### config.mk
export PLATFORM = sky130hd
export DESIGN_NAME = alu_in_mc_frontend_flat
export DESIGN_NICKNAME = d
export VERILOG_FILES = /design/src/rtl/alu_in_mc_frontend_if.sv /design/src/rtl/alu_in_mc_frontend.sv /design/src/flat_wrapper.sv
export SDC_FILE = /design/constraint.sdc
export NUM_CORES = 1
export LEC_CHECK = 0
export CAP_MARGIN = 40
export CORE_ASPECT_RATIO = 2
export CORE_MARGIN = 2
export CORE_UTILIZATION = 55
export DETAILED_ROUTE_END_ITERATION = 16
export PLACE_DENSITY = 0.84
export SYNTH_ARGS = -nofsm -noshare
export SYNTH_HDL_FRONTEND = slang
export SYNTH_SLANG_ARGS = --single-unit
### constraint.sdc
create_clock -name clk -period 7.52 [get_ports clk]
set_input_delay 2.256 -clock clk [delete_from_list [all_inputs] [get_ports clk]]
set_output_delay 2.256 -clock clk [all_outputs]
set_load 0.01 [all_outputs]
### src/rtl/alu_in_mc_frontend_if.sv
// Bundle of the multi-channel alu_in request side and the single result port.
// The environment (requesters + result consumer) drives the master view; the
// frontend uses the slave view.
interface alu_in_mc_if #(
    parameter int NUM_CH          = 4,
    parameter int ALU_IN_OP_WIDTH = 8,
    parameter int CH_W            = $clog2(NUM_CH)
);
    logic [NUM_CH-1:0]                 in_valid;
    logic [NUM_CH-1:0]                 in_ready;
    logic [3*NUM_CH-1:0]               in_op;
    logic [ALU_IN_OP_WIDTH*NUM_CH-1:0] in_a;
    logic [ALU_IN_OP_WIDTH*NUM_CH-1:0] in_b;
    logic                              out_valid;
    logic                              out_ready;
    logic [CH_W-1:0]                   out_ch;
    logic [2:0]                        out_op;
    logic [2*ALU_IN_OP_WIDTH-1:0]      out_result;
    logic [7:0]                        drop_cnt;

    modport master (
        output in_valid, in_op, in_a, in_b, out_ready,
        input  in_ready, out_valid, out_ch, out_op, out_result, drop_cnt
    );

    modport slave (
        input  in_valid, in_op, in_a, in_b, out_ready,
        output in_ready, out_valid, out_ch, out_op, out_result, drop_cnt
    );
endinterface

### src/rtl/alu_in_mc_frontend.sv
// Multi-channel alu_in frontend: round-robin arbitration over NUM_CH request
// channels, combinational ALU evaluation of the granted request, and a
// DEPTH-entry result FIFO tagged with channel and opcode.
module alu_in_mc_frontend #(
    parameter int NUM_CH          = 4,
    parameter int ALU_IN_OP_WIDTH = 8,
    parameter int DEPTH           = 8
) (
    input  logic        clk,
    input  logic        rst,      // asynchronous, active-low
    input  logic        alu_rst,  // synchronous flush, active-high
    alu_in_mc_if.slave  bus
);
    localparam int W     = ALU_IN_OP_WIDTH;
    localparam int CH_W  = $clog2(NUM_CH);
    localparam int PTR_W = $clog2(DEPTH);
    localparam int CNT_W = PTR_W + 1;
    localparam int RES_W = 2 * W;
    localparam int ENT_W = CH_W + 3 + RES_W;

    // Drop counter sticks at its maximum instead of wrapping.
    function automatic logic [7:0] sat_inc8(input logic [7:0] v);
        return (v == 8'hFF) ? v : v + 8'd1;
    endfunction

    // Full-width unsigned result; nothing is truncated or saturated.
    function automatic logic [RES_W-1:0] alu_eval(input logic [2:0]   op,
                                                  input logic [W-1:0] a,
                                                  input logic [W-1:0] b);
        logic [RES_W-1:0] r;
        r = '0;
        case (op)
            3'd1:    r = {{W{1'b0}}, a} + {{W{1'b0}}, b};
            3'd2:    r = {{W{1'b0}}, a & b};
            3'd3:    r = {{W{1'b0}}, a ^ b};
            3'd4:    r = {{W{1'b0}}, a} * {{W{1'b0}}, b};
            default: r = '0;
        endcase
        return r;
    endfunction

    // Only real ALU operations produce a result; no_op and reserved are consumed silently.
    function automatic logic op_enqueues(input logic [2:0] op);
        return (op >= 3'd1) && (op <= 3'd4);
    endfunction

    logic [CNT_W-1:0]  count_q, count_d;
    logic [PTR_W-1:0]  wr_ptr_q, wr_ptr_d;
    logic [PTR_W-1:0]  rd_ptr_q, rd_ptr_d;
    logic [CH_W-1:0]   rr_ptr_q, rr_ptr_d;
    logic [7:0]        drop_cnt_q, drop_cnt_d;
    logic [ENT_W-1:0]  mem_q [DEPTH];

    logic              gnt_found;
    logic [CH_W-1:0]   gnt_idx;
    logic [2:0]        sel_op;
    logic [W-1:0]      sel_a;
    logic [W-1:0]      sel_b;
    logic              space;
    logic              xfer;
    logic              push;
    logic              pop;
    logic              out_valid_c;
    logic [NUM_CH-1:0] in_ready_c;
    logic              wr_en_d;
    logic [ENT_W-1:0]  wr_data_d;
    logic [ENT_W-1:0]  head;

    // Round-robin search: first valid channel at or after rr_ptr, wrapping.
    always_comb begin
        int sum;
        logic [CH_W-1:0] idx;
        gnt_found = 1'b0;
        gnt_idx   = '0;
        sum       = 0;
        idx       = '0;
        for (int k = 0; k < NUM_CH; k++) begin
            sum = int'(rr_ptr_q) + k;
            if (sum >= NUM_CH) sum = sum - NUM_CH;
            idx = CH_W'(sum);
            if (!gnt_found && bus.in_valid[idx]) begin
                gnt_found = 1'b1;
                gnt_idx   = idx;
            end
        end
    end

    // Select the granted request, decide accept/push/pop and build the FIFO entry.
    always_comb begin
        sel_op      = bus.in_op[3*int'(gnt_idx) +: 3];
        sel_a       = bus.in_a[W*int'(gnt_idx) +: W];
        sel_b       = bus.in_b[W*int'(gnt_idx) +: W];
        out_valid_c = (count_q != '0);
        // A pop in the same cycle frees a slot, so a full FIFO can still accept.
        space       = (count_q < CNT_W'(DEPTH)) || (out_valid_c && bus.out_ready);
        // rst is folded in so in_ready drops the moment reset asserts.
        xfer        = rst && !alu_rst && space && gnt_found;
        in_ready_c  = '0;
        if (xfer) in_ready_c[gnt_idx] = 1'b1;
        pop         = out_valid_c && bus.out_ready && !alu_rst;
        push        = xfer && op_enqueues(sel_op);
        wr_en_d     = push;
        wr_data_d   = {gnt_idx, sel_op, alu_eval(sel_op, sel_a, sel_b)};
    end

    // Next-state for pointers, occupancy, arbitration pointer and drop counter.
    always_comb begin
        count_d    = count_q;
        wr_ptr_d   = wr_ptr_q;
        rd_ptr_d   = rd_ptr_q;
        rr_ptr_d   = rr_ptr_q;
        drop_cnt_d = drop_cnt_q;
        if (alu_rst) begin
            // Flush discards queued results but keeps the drop statistics.
            count_d  = '0;
            wr_ptr_d = '0;
            rd_ptr_d = '0;
            rr_ptr_d = '0;
        end else begin
            if (xfer) begin
                rr_ptr_d = (int'(gnt_idx) == NUM_CH - 1) ? '0 : gnt_idx + 1'b1;
                if (sel_op >= 3'd5) drop_cnt_d = sat_inc8(drop_cnt_q);
            end
            if (push) wr_ptr_d = wr_ptr_q + 1'b1;
            if (pop)  rd_ptr_d = rd_ptr_q + 1'b1;
            case ({push, pop})
                2'b10:   count_d = count_q + 1'b1;
                2'b01:   count_d = count_q - 1'b1;
                default: count_d = count_q;
            endcase
        end
    end

    // Control state register with asynchronous active-low reset.
    always_ff @(posedge clk or negedge rst) begin
        if (!rst) begin
            count_q    <= '0;
            wr_ptr_q   <= '0;
            rd_ptr_q   <= '0;
            rr_ptr_q   <= '0;
            drop_cnt_q <= '0;
        end else begin
            count_q    <= count_d;
            wr_ptr_q   <= wr_ptr_d;
            rd_ptr_q   <= rd_ptr_d;
            rr_ptr_q   <= rr_ptr_d;
            drop_cnt_q <= drop_cnt_d;
        end
    end

    // Result storage; contents are only meaningful where count says so, so no reset.
    always_ff @(posedge clk) begin
        if (wr_en_d) mem_q[wr_ptr_q] <= wr_data_d;
    end

    // Present the FIFO head, forced to zero while the FIFO is empty.
    always_comb begin
        head = out_valid_c ? mem_q[rd_ptr_q] : '0;
    end

    assign bus.in_ready   = in_ready_c;
    assign bus.out_valid  = out_valid_c;
    assign bus.out_ch     = head[ENT_W-1 -: CH_W];
    assign bus.out_op     = head[RES_W +: 3];
    assign bus.out_result = head[RES_W-1:0];
    assign bus.drop_cnt   = drop_cnt_q;
endmodule
### src/flat_wrapper.sv
// flat-port wrapper written by rule: the top's interface ports become plain ports
module alu_in_mc_frontend_flat 
#(
    parameter int NUM_CH          = 4,
    parameter int ALU_IN_OP_WIDTH = 8,
    parameter int DEPTH           = 8
)
  (clk, rst, alu_rst, bus_in_valid, bus_in_op, bus_in_a, bus_in_b, bus_out_ready, bus_in_ready, bus_out_valid, bus_out_ch, bus_out_op, bus_out_result, bus_drop_cnt);
  alu_in_mc_if #(.NUM_CH(NUM_CH), .ALU_IN_OP_WIDTH(ALU_IN_OP_WIDTH)) bus_i ();
  input  logic clk;
  input  logic rst;
  input  logic alu_rst;
  input wire logic [$bits(bus_i.in_valid)-1:0] bus_in_valid;
  input wire logic [$bits(bus_i.in_op)-1:0] bus_in_op;
  input wire logic [$bits(bus_i.in_a)-1:0] bus_in_a;
  input wire logic [$bits(bus_i.in_b)-1:0] bus_in_b;
  input wire logic [$bits(bus_i.out_ready)-1:0] bus_out_ready;
  output wire logic [$bits(bus_i.in_ready)-1:0] bus_in_ready;
  output wire logic [$bits(bus_i.out_valid)-1:0] bus_out_valid;
  output wire logic [$bits(bus_i.out_ch)-1:0] bus_out_ch;
  output wire logic [$bits(bus_i.out_op)-1:0] bus_out_op;
  output wire logic [$bits(bus_i.out_result)-1:0] bus_out_result;
  output wire logic [$bits(bus_i.drop_cnt)-1:0] bus_drop_cnt;
  assign bus_i.in_valid = bus_in_valid;
  assign bus_i.in_op = bus_in_op;
  assign bus_i.in_a = bus_in_a;
  assign bus_i.in_b = bus_in_b;
  assign bus_i.out_ready = bus_out_ready;
  assign bus_in_ready = bus_i.in_ready;
  assign bus_out_valid = bus_i.out_valid;
  assign bus_out_ch = bus_i.out_ch;
  assign bus_out_op = bus_i.out_op;
  assign bus_out_result = bus_i.out_result;
  assign bus_drop_cnt = bus_i.drop_cnt;
  alu_in_mc_frontend #(.NUM_CH(NUM_CH), .ALU_IN_OP_WIDTH(ALU_IN_OP_WIDTH), .DEPTH(DEPTH)) u_core (.clk(clk), .rst(rst), .alu_rst(alu_rst), .bus(bus_i));
endmodule
### Word level (Yosys, flattened, before mapping)

Memories as Yosys holds them, arrays and structs flattened.
Cells that the tools add are included.

| operators by class | value |
|---|---|
| reductions and logical operators | 22 |
| eq/ne operators | 8 |
| shifts and indexed selects | 3 |
| bitwise operators | 4 |
| multiplexer cells | 36 |
| magnitude comparators | 14 |
| add/sub/neg operators | 14 |
| multiply operators | 2 |

Operator list:

| operator | number |
|---|---|
| 16-bit one-hot mux with 4 select lines | 1 |
| 32-bit by 6-bit variable part select with 8-bit output | 2 |
| 12-bit by 32-bit variable part select with 3-bit output | 1 |
| 2-bit 2-to-1 mux | 11 |
| 21-bit 2-to-1 mux | 1 |
| 8-bit by 8-bit multiplier with 16-bit output | 1 |
| 2-bit by 3-bit < comparator with 1-bit output, second input constant | 5 |
| 3-bit >= comparator, second input constant | 4 |
| 3-bit 2-to-1 mux | 4 |
| 1-bit logical AND | 11 |
| 1-bit 2-to-1 mux | 11 |
| 8-bit by 8-bit adder with 9-bit output | 1 |
| 8-bit by 1-bit adder with 8-bit output, second input constant | 1 |
| 8-bit AND | 1 |
| 1-bit binary-select mux with 2-bit select | 4 |
| 8-bit == test, second input constant | 1 |
| 4-bit 2-to-1 mux | 2 |
| 4-bit one-hot mux with 2 select lines | 1 |
| 2-bit by 1-bit subtractor with 2-bit output, second input constant | 4 |
| 8-bit XOR | 1 |
| 2-bit by 2-bit adder with 3-bit output, second input constant | 2 |
| 3-bit by 1-bit adder with 3-bit output, second input constant | 2 |
| 3-bit by 2-bit == test with 1-bit output, second input constant | 2 |
| 2-bit nonzero test | 3 |
| 21 further kinds | 26 |

| word-level totals | value |
|---|---|
| memories kept | 1 |
| RAM bits | 168 |
| word-level logic and storage cells | 109 |
| input bits | 84 |
| output and inout bits | 34 |
| bits in registers | 20 |

Memory list:

| memory | depth | width | rd ports | clocked after Yosys merged registers in | write ports | RTL line | RTL |
|---|---|---|---|---|---|---|---|
| u_core.mem_q | 8 | 21 | 1 | 0 | 1 | alu_in_mc_frontend.sv:52 | `logic [ENT_W-1:0] mem_q [DEPTH];` |

### Depth between registers and ports, before layout

Gate-level depths: netlist of run 1.

| logic depth | value |
|---|---|
| word-level depth | 22 |
| gate-level depth with buffers | 27 |
| depth with buffers taken out | 25 |

### Worst setup path before layout of run 1

No wires, ideal clock.

| timing path | value |
|---|---|
| path type | input -> register |
| start point | in bus_in_valid[2] |
| end point | mem u_core.mem_q[0][15] (netlist bit) (data pin) |
| stages on the path | 25 |
| slack | -916 ps |
| required time | 7296 ps |
| buffers on the path | 3 |
| library setup time | 224 ps |
| arrival | 8212 ps |
| cells stage by stage | nor2b_2 a211oi_1 o22a_1 buf_4 buf_2 buf_4 mux2i_1 nand2_1 o21ai_1 inv_1 ha_1 fa_1 fa_1 fa_1 inv_1 fa_1 inv_1 ha_1 or4_1 a21oi_1 o31ai_1 a211oi_1 nor2_1 or3_1 a21oi_1 |

| between the ends | value |
|---|---|
| cells in the longest elaborated chain, start to end | 16 |
| elaborated cells on any way between the ends | 31 |
| those cells by class | mul: 2; eq/ne: 4; shift: 3; mux: 16; reduce/logical: 6 |

RTL lines:

| item | RTL line | RTL |
|---|---|---|
| start, declared | flat_wrapper.sv:13 | `input wire logic [$bits(bus_i.in_valid)-1:0] bus_in_valid;` |
| 1-bit binary-select mux with 2-bit select | alu_in_mc_frontend.sv:81 | `if (!gnt_found && bus.in_valid[idx]) begin` |
| 1-bit 2-to-1 mux (implied by the code) | alu_in_mc_frontend.sv:81 |  |
| 1-bit 2-to-1 mux | alu_in_mc_frontend.sv:81 |  |
| 1-bit logical NOT | alu_in_mc_frontend.sv:81 |  |
| 1-bit logical AND | alu_in_mc_frontend.sv:81 |  |
| 1-bit 2-to-1 mux | alu_in_mc_frontend.sv:81 |  |
| 1-bit logical NOT | alu_in_mc_frontend.sv:81 |  |
| 1-bit logical AND | alu_in_mc_frontend.sv:81 |  |
| 1-bit 2-to-1 mux | alu_in_mc_frontend.sv:81 |  |
| 1-bit logical NOT | alu_in_mc_frontend.sv:81 |  |
| 1-bit logical AND | alu_in_mc_frontend.sv:81 |  |
| 2-bit 2-to-1 mux (*) | alu_in_mc_frontend.sv:81 |  |
| named net u_core.gnt_idx[0] | alu_in_mc_frontend.sv:55 | `logic [CH_W-1:0] gnt_idx;` |
| parallel branches: the longest is 3 deep, another holds 8-bit by 8-bit multiplier with 16-bit output | n/a |  |
| 16-bit one-hot mux with 4 select lines (*) | alu_in_mc_frontend.sv:32 | `case (op)` |
| named net u_core.wr_data_d[15] | alu_in_mc_frontend.sv:66 | `logic [ENT_W-1:0] wr_data_d;` |
| end, declared | alu_in_mc_frontend.sv:52 |  |

Mark *: on every way through the listed nets, which the timed path passes. The select of a mux whose other input is x is not followed.

### Final worst setup path of run 1

| timing path | value |
|---|---|
| start point | in bus_in_valid[0] |
| end point | mem u_core.mem_q[3][15] (netlist bit) (data pin) |

| between the ends | value |
|---|---|
| cells in the longest elaborated chain, start to end | 16 |
| elaborated cells on any way between the ends | 31 |
| those cells by class | mul: 2; eq/ne: 4; shift: 3; mux: 16; reduce/logical: 6 |

RTL lines:

| item | RTL line |
|---|---|
| 1-bit binary-select mux with 2-bit select | alu_in_mc_frontend.sv:81 |
| 1-bit 2-to-1 mux (implied by the code) | alu_in_mc_frontend.sv:81 |
| 1-bit 2-to-1 mux | alu_in_mc_frontend.sv:81 |
| 1-bit logical NOT | alu_in_mc_frontend.sv:81 |
| 1-bit logical AND | alu_in_mc_frontend.sv:81 |
| 1-bit 2-to-1 mux | alu_in_mc_frontend.sv:81 |
| 1-bit logical NOT | alu_in_mc_frontend.sv:81 |
| 1-bit logical AND | alu_in_mc_frontend.sv:81 |
| 1-bit 2-to-1 mux | alu_in_mc_frontend.sv:81 |
| 1-bit logical NOT | alu_in_mc_frontend.sv:81 |
| 1-bit logical AND | alu_in_mc_frontend.sv:81 |
| 2-bit 2-to-1 mux (*) | alu_in_mc_frontend.sv:81 |
| parallel branches: the longest is 3 deep, another holds 8-bit by 8-bit multiplier with 16-bit output | n/a |
| 16-bit one-hot mux with 4 select lines (*) | alu_in_mc_frontend.sv:32 |
| named net u_core.wr_data_d[15] | alu_in_mc_frontend.sv:66 |

Marks and branches as above.

==> results.md, run 1 <==
- Status: finished, violations left
- Failing checks: setup timing
- Die Span X: 103 um
- Number of max-cap violations: 0
- Pwr per Cell Area: 502 mW/mm2
- Post-synth EDFFs: 168
- Fmax: 0.132 GHz
- Post-detail-place hpwl: 19.5 mm
- TritonCTS Buffers: 25
- CP endpoint kind: flop
- Relative slew slack: 35.3%
- Yosys warns: 0
- Worst Hold Launch: u_core.bus.drop_cnt[6]
- Boundary Pins: 118
- DRT iter0 DRCs: 560
- Synthesis-stage register bit count: 188
- Final instance area: 0.0144 mm2
- CP Max Fanout: 8
- Post-synth ARST share: 10.6%
- FF-to-FF path depth: 24
- Synth Area per Inst: 13.1 um2
- Mux cell area share after synthesis: 15.1%
- Drc violations: 0
- CTS tree: done
- XOR/XNOR Fraction of Synth Area: 2.44%
- Worst Skew: 0.0144 ns
- Setup slack, reg-to-reg: 1.33 ns
- Fin. max-slew vios: 0
- GR Overflow Total: 0
- Core area: 0.0193 mm2
- Vias in the first global route: 8561
- Crit Path Category: in -> reg
- Antenna viol nets, final: 0
- Gpl congestion: 0.989
- Synthesized area: 0.0108 mm2
- Hold buffer count at cts: 0
- 1st-pass router iterations: 5
- Setup WS post-layout: -0.0348 ns
- Final total power: 7.24 mW
- Buf+Inv Stages, Crit Path: 7
- Actual slew at the worst max-slew pin: 0.960 ns
- Worst EP required: 7.82 ns
- CTS root buffer: clkbuf_16
- Top-area cell type share of the netlist area: 46.6%
- Initial Utilization: 56.1%
- Register area share after synthesis: 51.3%
- Mapped Cells: 826
- Layout net count: 1244
- Kind of start point of the critical path: input pin
- Synth Net Count: 1001
- DP Area: 0.0133 mm2
- Die area: 0.0209 mm2
- Area leader, netlist: edfxtp_1
- Hold WC Path Type: reg -> reg
- Global-route wire length before repair: 44.2 mm
- Largest stage delay, worst path: 0.54 ns
- Hold EP: u_core.bus.drop_cnt[6]
- Fin crit share: 100%
- Most used flip-flop cell after synthesis: edfxtp_1
- Vias: 7847
- DIE HEIGHT: 202 um
- Max Buffers Root-to-Sink: 3
- Critical-path top delay cell: or4_4
- RSZ-0062 raised after global routing: yes
- Standard-cell rows: 72
- Clk sinks: 188
- Final min period: 7.55 ns
- Unique cell type count in the Yosys netlist: 57
- Pin count of the biggest net entering global routing: 27
- Min-Delay Path Depth: 1
- Compound-Gate Fraction of Synth Area: 5.54%
- Finish-stage setup viols: 8
- Peak supply drop: 0.511 mV
- R2R Path End: u_core.mem_q[3][15]
- Via density: 5.88
- Final hold violation count: 0
- All-Layer GR Usage: 28.9%
- Post-synthesis simple-gate area fraction: 8.65%
- Post-Synth Adder-Cell Area: 13.2%
- N_diodes: 0
- Clk_lat worst skew: 0.49 ns
- Area grow syn2layout: 33.3%
- Filler cell count in the final layout: 1196
- Total Wirelength: 28.9 mm
- Cell class contributing the biggest share of worst-path delay: adder cells
- Largest family of logic cells by synthesized area: multiplexers
- Reg-to-reg startpoint: u_core.rr_ptr_q[1]
- Initial antenna violation count: 0
- P_leak: 5.60 nW
- Clock slew at reported path FFs: 0.07 ns
- Layout cell share with drive strength beyond 1: 29.1%
- IO Port Bufs: 117
- Critical path arrival: 7.85 ns
- Area contributors post-synth: edfxtp_1 (47%), mux4_2 (8.7%), fa_1 (7.0%)
- H-tree depth: 4
- Cell mode on critical path: fa_1
- Routed WL per cell: 21.7 um
==> synth_stat cells (2+ instances only) <==
| cell | count |
|---|---|
| a211oi_1 | 3 |
| a21o_1 | 5 |
| a21oi_1 | 21 |
| a22o_1 | 5 |
| a22oi_1 | 4 |
| and2_1 | 6 |
| and3_1 | 4 |
| buf_1 | 8 |
| buf_2 | 2 |
| buf_4 | 2 |
| clkbuf_1 | 13 |
| dfrtp_1 | 20 |
| edfxtp_1 | 168 |
| fa_1 | 38 |
| ha_1 | 53 |
| inv_1 | 81 |
| mux2_2 | 18 |
| mux2_4 | 4 |
| mux2i_1 | 41 |
| mux4_2 | 42 |
| nand2_1 | 56 |
| nand2b_1 | 5 |
| nand3_1 | 11 |
| nand3_2 | 2 |
| nand4_1 | 3 |
| nor2_1 | 103 |
| nor2b_1 | 4 |
| nor2b_2 | 3 |
| nor3_1 | 5 |
| nor3b_1 | 2 |
| o21a_1 | 2 |
| o21ai_0 | 16 |
| o21ai_1 | 18 |
| o21bai_1 | 5 |
| o22ai_1 | 3 |
| o31ai_1 | 2 |
| or3_1 | 3 |
| xnor2_1 | 15 |
| xor2_1 | 12 |
==> through the flow <==
stage	utilization, %	hold WS, ns	setup TNS, ns	setup slack [ns]	std cells
detailed placement	68.8	0.501	-62.96	-1.12	1274
global placement	68.8	0.485	-48.93	-0.933	1274
finish	74.8	0.508	-0.269	-0.0348	1334
CTS	74.3	0.509	-0.478	-0.0601	1329
floorplan	-	0.520	-0.527	-0.0659	826
global route	74.8	0.522	-2.57	-0.185	1334
==> layout by cell type (no fill, tap or decap), types with 4 or more instances in the layout <==
cell type and instances:
a21o_1 5, a21oi_1 16, a22o_1 5, a22oi_1 4, and2_1 6, and3_1 4
buf_4 113, buf_6 6, clkbuf_16 25, clkdlybuf4s50_1 113, dfrtp_1 18, edfxtp_1 168
fa_1 34, fa_2 4, ha_1 45, ha_2 4, ha_4 4, inv_1 66
inv_2 16, mux2_2 7, mux2_4 15, mux2i_1 40, mux4_2 42, nand2_1 55
nand2b_1 5, nand3_1 11, nor2_1 86, nor2_2 15, nor2b_1 4, nor3_2 4
o21ai_0 10, o21ai_1 10, o21ai_4 13, o21bai_1 4, xnor2_1 15, xor2_1 12
==> routing by layer <==
layer | wire length (um) | GRT usage (%) | up-vias
met2 | 16400 | 53.0 | 424
met1 | 8640 | 27.5 | 3817
met3 | 1580 | 3.87 | 150
met5 | 0 | 0 | -
li1 | - | - | 3456
met4 | 2350 | 22.2 | 0
==> worst register-to-register path: stages, from the launching register on <==
cell and delay (ns):
dfrtp_1 0.48, inv_1 0.13, a211oi_2 0.23, o22a_2 0.26, buf_12 0.14, buf_16 0.13
mux2i_2 0.22, nand2_1 0.12, o21ai_4 0.11, buf_4 0.18, nor2_1 0.06, fa_1 0.47
fa_1 0.52, fa_1 0.52, inv_1 0.05, fa_1 0.47, inv_1 0.04, ha_2 0.17
or4_4 0.54, a21oi_4 0.17, o31ai_2 0.10, a211oi_1 0.23, nor2_1 0.10, or3_4 0.34
a21oi_4 0.23
==> worst max path at each step <==
stage                          from                   to  slack [ns]  depth (start not counted)
floorplan           bus_in_valid[0]  u_core.mem_q[0][15]       -0.07                         26
global placement    bus_in_valid[0]  u_core.mem_q[0][15]       -0.93                         21
detailed placement  bus_in_valid[2]  u_core.mem_q[2][15]       -1.12                         21
CTS                 bus_in_valid[2]  u_core.mem_q[4][15]       -0.06                         25
global route        bus_in_valid[2]  u_core.mem_q[2][15]       -0.19                         27
finish              bus_in_valid[0]  u_core.mem_q[3][15]       -0.03                         25
==> sequential cells by signal, summed over array words and instances (netlist names) <==
signal,count
u_core.mem_q,168
u_core.bus.drop_cnt,8
u_core.count_q,4
u_core.rd_ptr_q,3
u_core.wr_ptr_q,3
u_core.rr_ptr_q,2
==> kinds of logic (layout without fill, tap and decap cells) <==
family / count (synthesis) / count (layout)
AND/OR/NAND/NOR: 211 / 212
flip-flops: 188 / 188
buffers and inverters: 108 / 356
multiplexers: 106 / 106
AO/OA/AOI/OAI: 94 / 94
adder cells (fa/ha/maj): 91 / 91
XOR/XNOR: 28 / 28
==> layout make-up <==
class	instances	area [um2]	share of cell area [%]
clock buffers	28	647	4.49
clock inverters	5	105	0.729
inverters	83	314	2.18
multi-input cells	531	5290	36.7
flip-flops and latches	188	5550	38.5
well taps	259	324	2.25
repair buffers	240	2190	15.2
==> where the power goes <==
part | switching [mW] | internal (mW) | total (mW)
logic | 2.45 | 2.24 | 4.69
registers | 0.0530 | 1.38 | 1.44
clock network | 0.396 | 0.709 | 1.11
total | 2.90 | 4.33 | 7.24
==> timing repair <==
item                                    CTS  global route
pin swaps                                21            12
gates resized for setup                  37            25
endpoints found under the setup margin   72            64
setup buffers                            19             5
hold endpoints to repair                  0             0
cloned                                    3             0
Note: power is estimated with default switching activity, not from simulation.
==> run 2: changes to the inputs <==
==> constraint.sdc (replaced) <==
create_clock -name clk -period 7.52 [get_ports clk]
set_input_delay 1.88 -clock clk [delete_from_list [all_inputs] [get_ports clk]]
set_output_delay 1.88 -clock clk [all_outputs]
set_load 0.01 [all_outputs]
==> results.md, run 2 (same netlist as run 1, synthesis figures left out) <==
- Status: completed
- Final min period: 7.28 ns
- Relative slew slack: 46.1%
- Core area: 0.0193 mm2
- CTS root buffer: clkbuf_16
- Critical-path top delay cell: fa_1
- Vias in the first global route: 8411
- Largest stage delay, worst path: 0.54 ns
- Final instance area: 0.0140 mm2
- Accumulated negative setup slack: 0 ns
- Max reg flops: 168
- Actual slew at the worst max-slew pin: 0.799 ns
- Antenna viol nets, final: 0
- Filler cell count in the final layout: 1223
- Layout cell share with drive strength beyond 1: 25.1%
- N_diodes: 0
- Switching part of the total: 40.4%
- TritonCTS Buffers: 25
- Cell mode on critical path: fa_1
- Initial Utilization: 56.1%
- Number of max-cap violations: 0
- FF-to-FF path depth: 25
- GR Overflow Total: 0
- Fin crit share: 96.8%
- CP Max Fanout: 8
- Fmax: 0.137 GHz
- Commonest non-fill, non-tap cell in the layout: edfxtp_1
- Sequential Power Share: 20.2%
- IO Port Bufs: 117
- Critical path arrival: 7.58 ns
- Setup WS post-layout: 0.240 ns
- Max Buffers Root-to-Sink: 3
- DIE HEIGHT: 202 um
- Hold_ws: 0.496 ns
- Min-Delay Path Depth: 1
- Gpl congestion: 1.04
- All-Layer GR Usage: 27.6%
- Area grow syn2layout: 29.9%
- Final total power: 7.09 mW
- Die area: 0.0209 mm2
- Pwr per Cell Area: 504 mW/mm2
- Fin. max-slew vios: 0
- Boundary Pins: 118
- Crit Path Category: in -> reg
- Worst EP required: 7.82 ns
- Drc violations: 0
- Worst Skew: 0.0196 ns
- Hold WC Path Type: reg -> reg
- Peak supply drop: 0.524 mV
- Clk sinks: 188
- Largest reg by FF count: u_core.mem_q
- H-tree depth: 4
- Vias: 7713
- Via density: 5.85
- CP endpoint kind: flop
- 1st-pass router iterations: 7
- Combinational fraction of design power: 64.4%
- Finish-stage setup viols: 0
- Routed WL per cell: 20.8 um
- Switching power: 2.86 mW
- DRT iter0 DRCs: 519
- CTS tree: done
- Clock power frac: 15.3%
- Clock slew at reported path FFs: 0.06 ns
- Post-detail-place hpwl: 18.6 mm
- Layout net count: 1229
- DP Area: 0.0130 mm2
- Commonest non-fill, non-tap cells in the layout: edfxtp_1 (168), clkdlybuf4s50_1 (113), buf_4 (98), nor2_1 (92), inv_1 (74)
- Initial antenna violation count: 0
- RSZ-0062 raised after global routing: no
- Clk_lat worst skew: 0.49 ns
- Kind of start point of the critical path: input pin
- Standard-cell rows: 72
- Pint: 4.23 mW
- Global-route wire length before repair: 42.6 mm
- Total Wirelength: 27.5 mm
- Place WS: -0.678 ns
- Pin count of the biggest net entering global routing: 41
- Die Span X: 103 um
- P_leak: 5.48 nW
- Final hold violation count: 0
run 2: cell count changes in the layout (fill, tap and decap cells not counted), moves of 4 or more:
cell,previous run,this run
nor2_1,86,92
buf_6,6,10
nand2_1,55,50
mux2_2,7,16
mux2_4,15,6
inv_2,16,8
ha_1,45,51
nor2_2,15,10
o21ai_2,1,5
o21ai_4,13,4
nand2_2,1,6
inv_1,66,74
buf_4,113,98
run 2: worst max-delay path: cells and delay by family:
| kind | cells | cell delay, ns |
|---|---|---|
| simple gates | 4 | 0.99 |
| compound gates | 6 | 1.16 |
| mux | 1 | 0.30 |
| buf+inv | 9 | 1.02 |
| fa+ha+maj | 5 | 2.23 |
run 2: layout make-up:
class                   count  area [um2]  area share (%)
clock inverters             5        98.8           0.704
well taps                 259         324            2.31
repair buffers            226        2030            14.5
flip-flops and latches    188        5550            39.5
multi-input cells         530        5100            36.3
clock buffers              28         637            4.53
inverters                  83         314            2.24
run 2: metrics by stage:
step / std cells / utilization (%)
6_report: 1319 / 72.9
5_1_grt: 1319 / 72.9
4_1_cts: 1316 / 72.4
3_5_place_dp: 1272 / 67.5
3_3_place_gp: 1272 / 67.5
2_1_floorplan: 826 / -
run 2: timing repair:
| action | CTS | global route |
|---|---|---|
| gates resized for setup | 41 | 23 |
| setup buffers | 11 | 3 |
| pin swaps | 15 | 17 |
| hold buffers | 0 | 0 |
| setup endpoints to repair | 40 | 64 |
run 2: power groups by stage:
stage | sequential, mW | clock [mW] | combinational (mW)
after global routing | 1.44 | 1.13 | 5.03
after CTS | 1.43 | 1.10 | 4.23
final | 1.43 | 1.09 | 4.57
after floorplan | 1.43 | 0 | 2.51
after detailed placement | 1.45 | 0 | 4.03
after global placement | 1.45 | 0 | 3.89
run 2: path summary, 6_finish.rpt:
| path | startpoint | slack, ns | to |
|---|---|---|---|
| setup reg to reg | u_core.rr_ptr_q[0] | 1.24 | u_core.mem_q[4][10] |
| setup / recovery | bus_in_valid[3] | 0.24 | u_core.mem_q[1][15] |
| hold reg to reg | u_core.bus.drop_cnt[6] | 0.50 | u_core.bus.drop_cnt[6] |
| hold / removal | u_core.bus.drop_cnt[6] | 0.50 | u_core.bus.drop_cnt[6] |
| min in group asynchronous | rst | 1.75 | u_core.bus.drop_cnt[0] |
| max in group asynchronous | rst | 5.53 | u_core.rd_ptr_q[0] |
run 2: per-layer routing:
layer	vias up	routed length (um)	GRT usage (%)
met5	-	0	0
met2	409	15400	50.5
li1	3414	-	-
met1	3758	8570	28.1
met3	132	1590	3.80
met4	0	1900	17.5
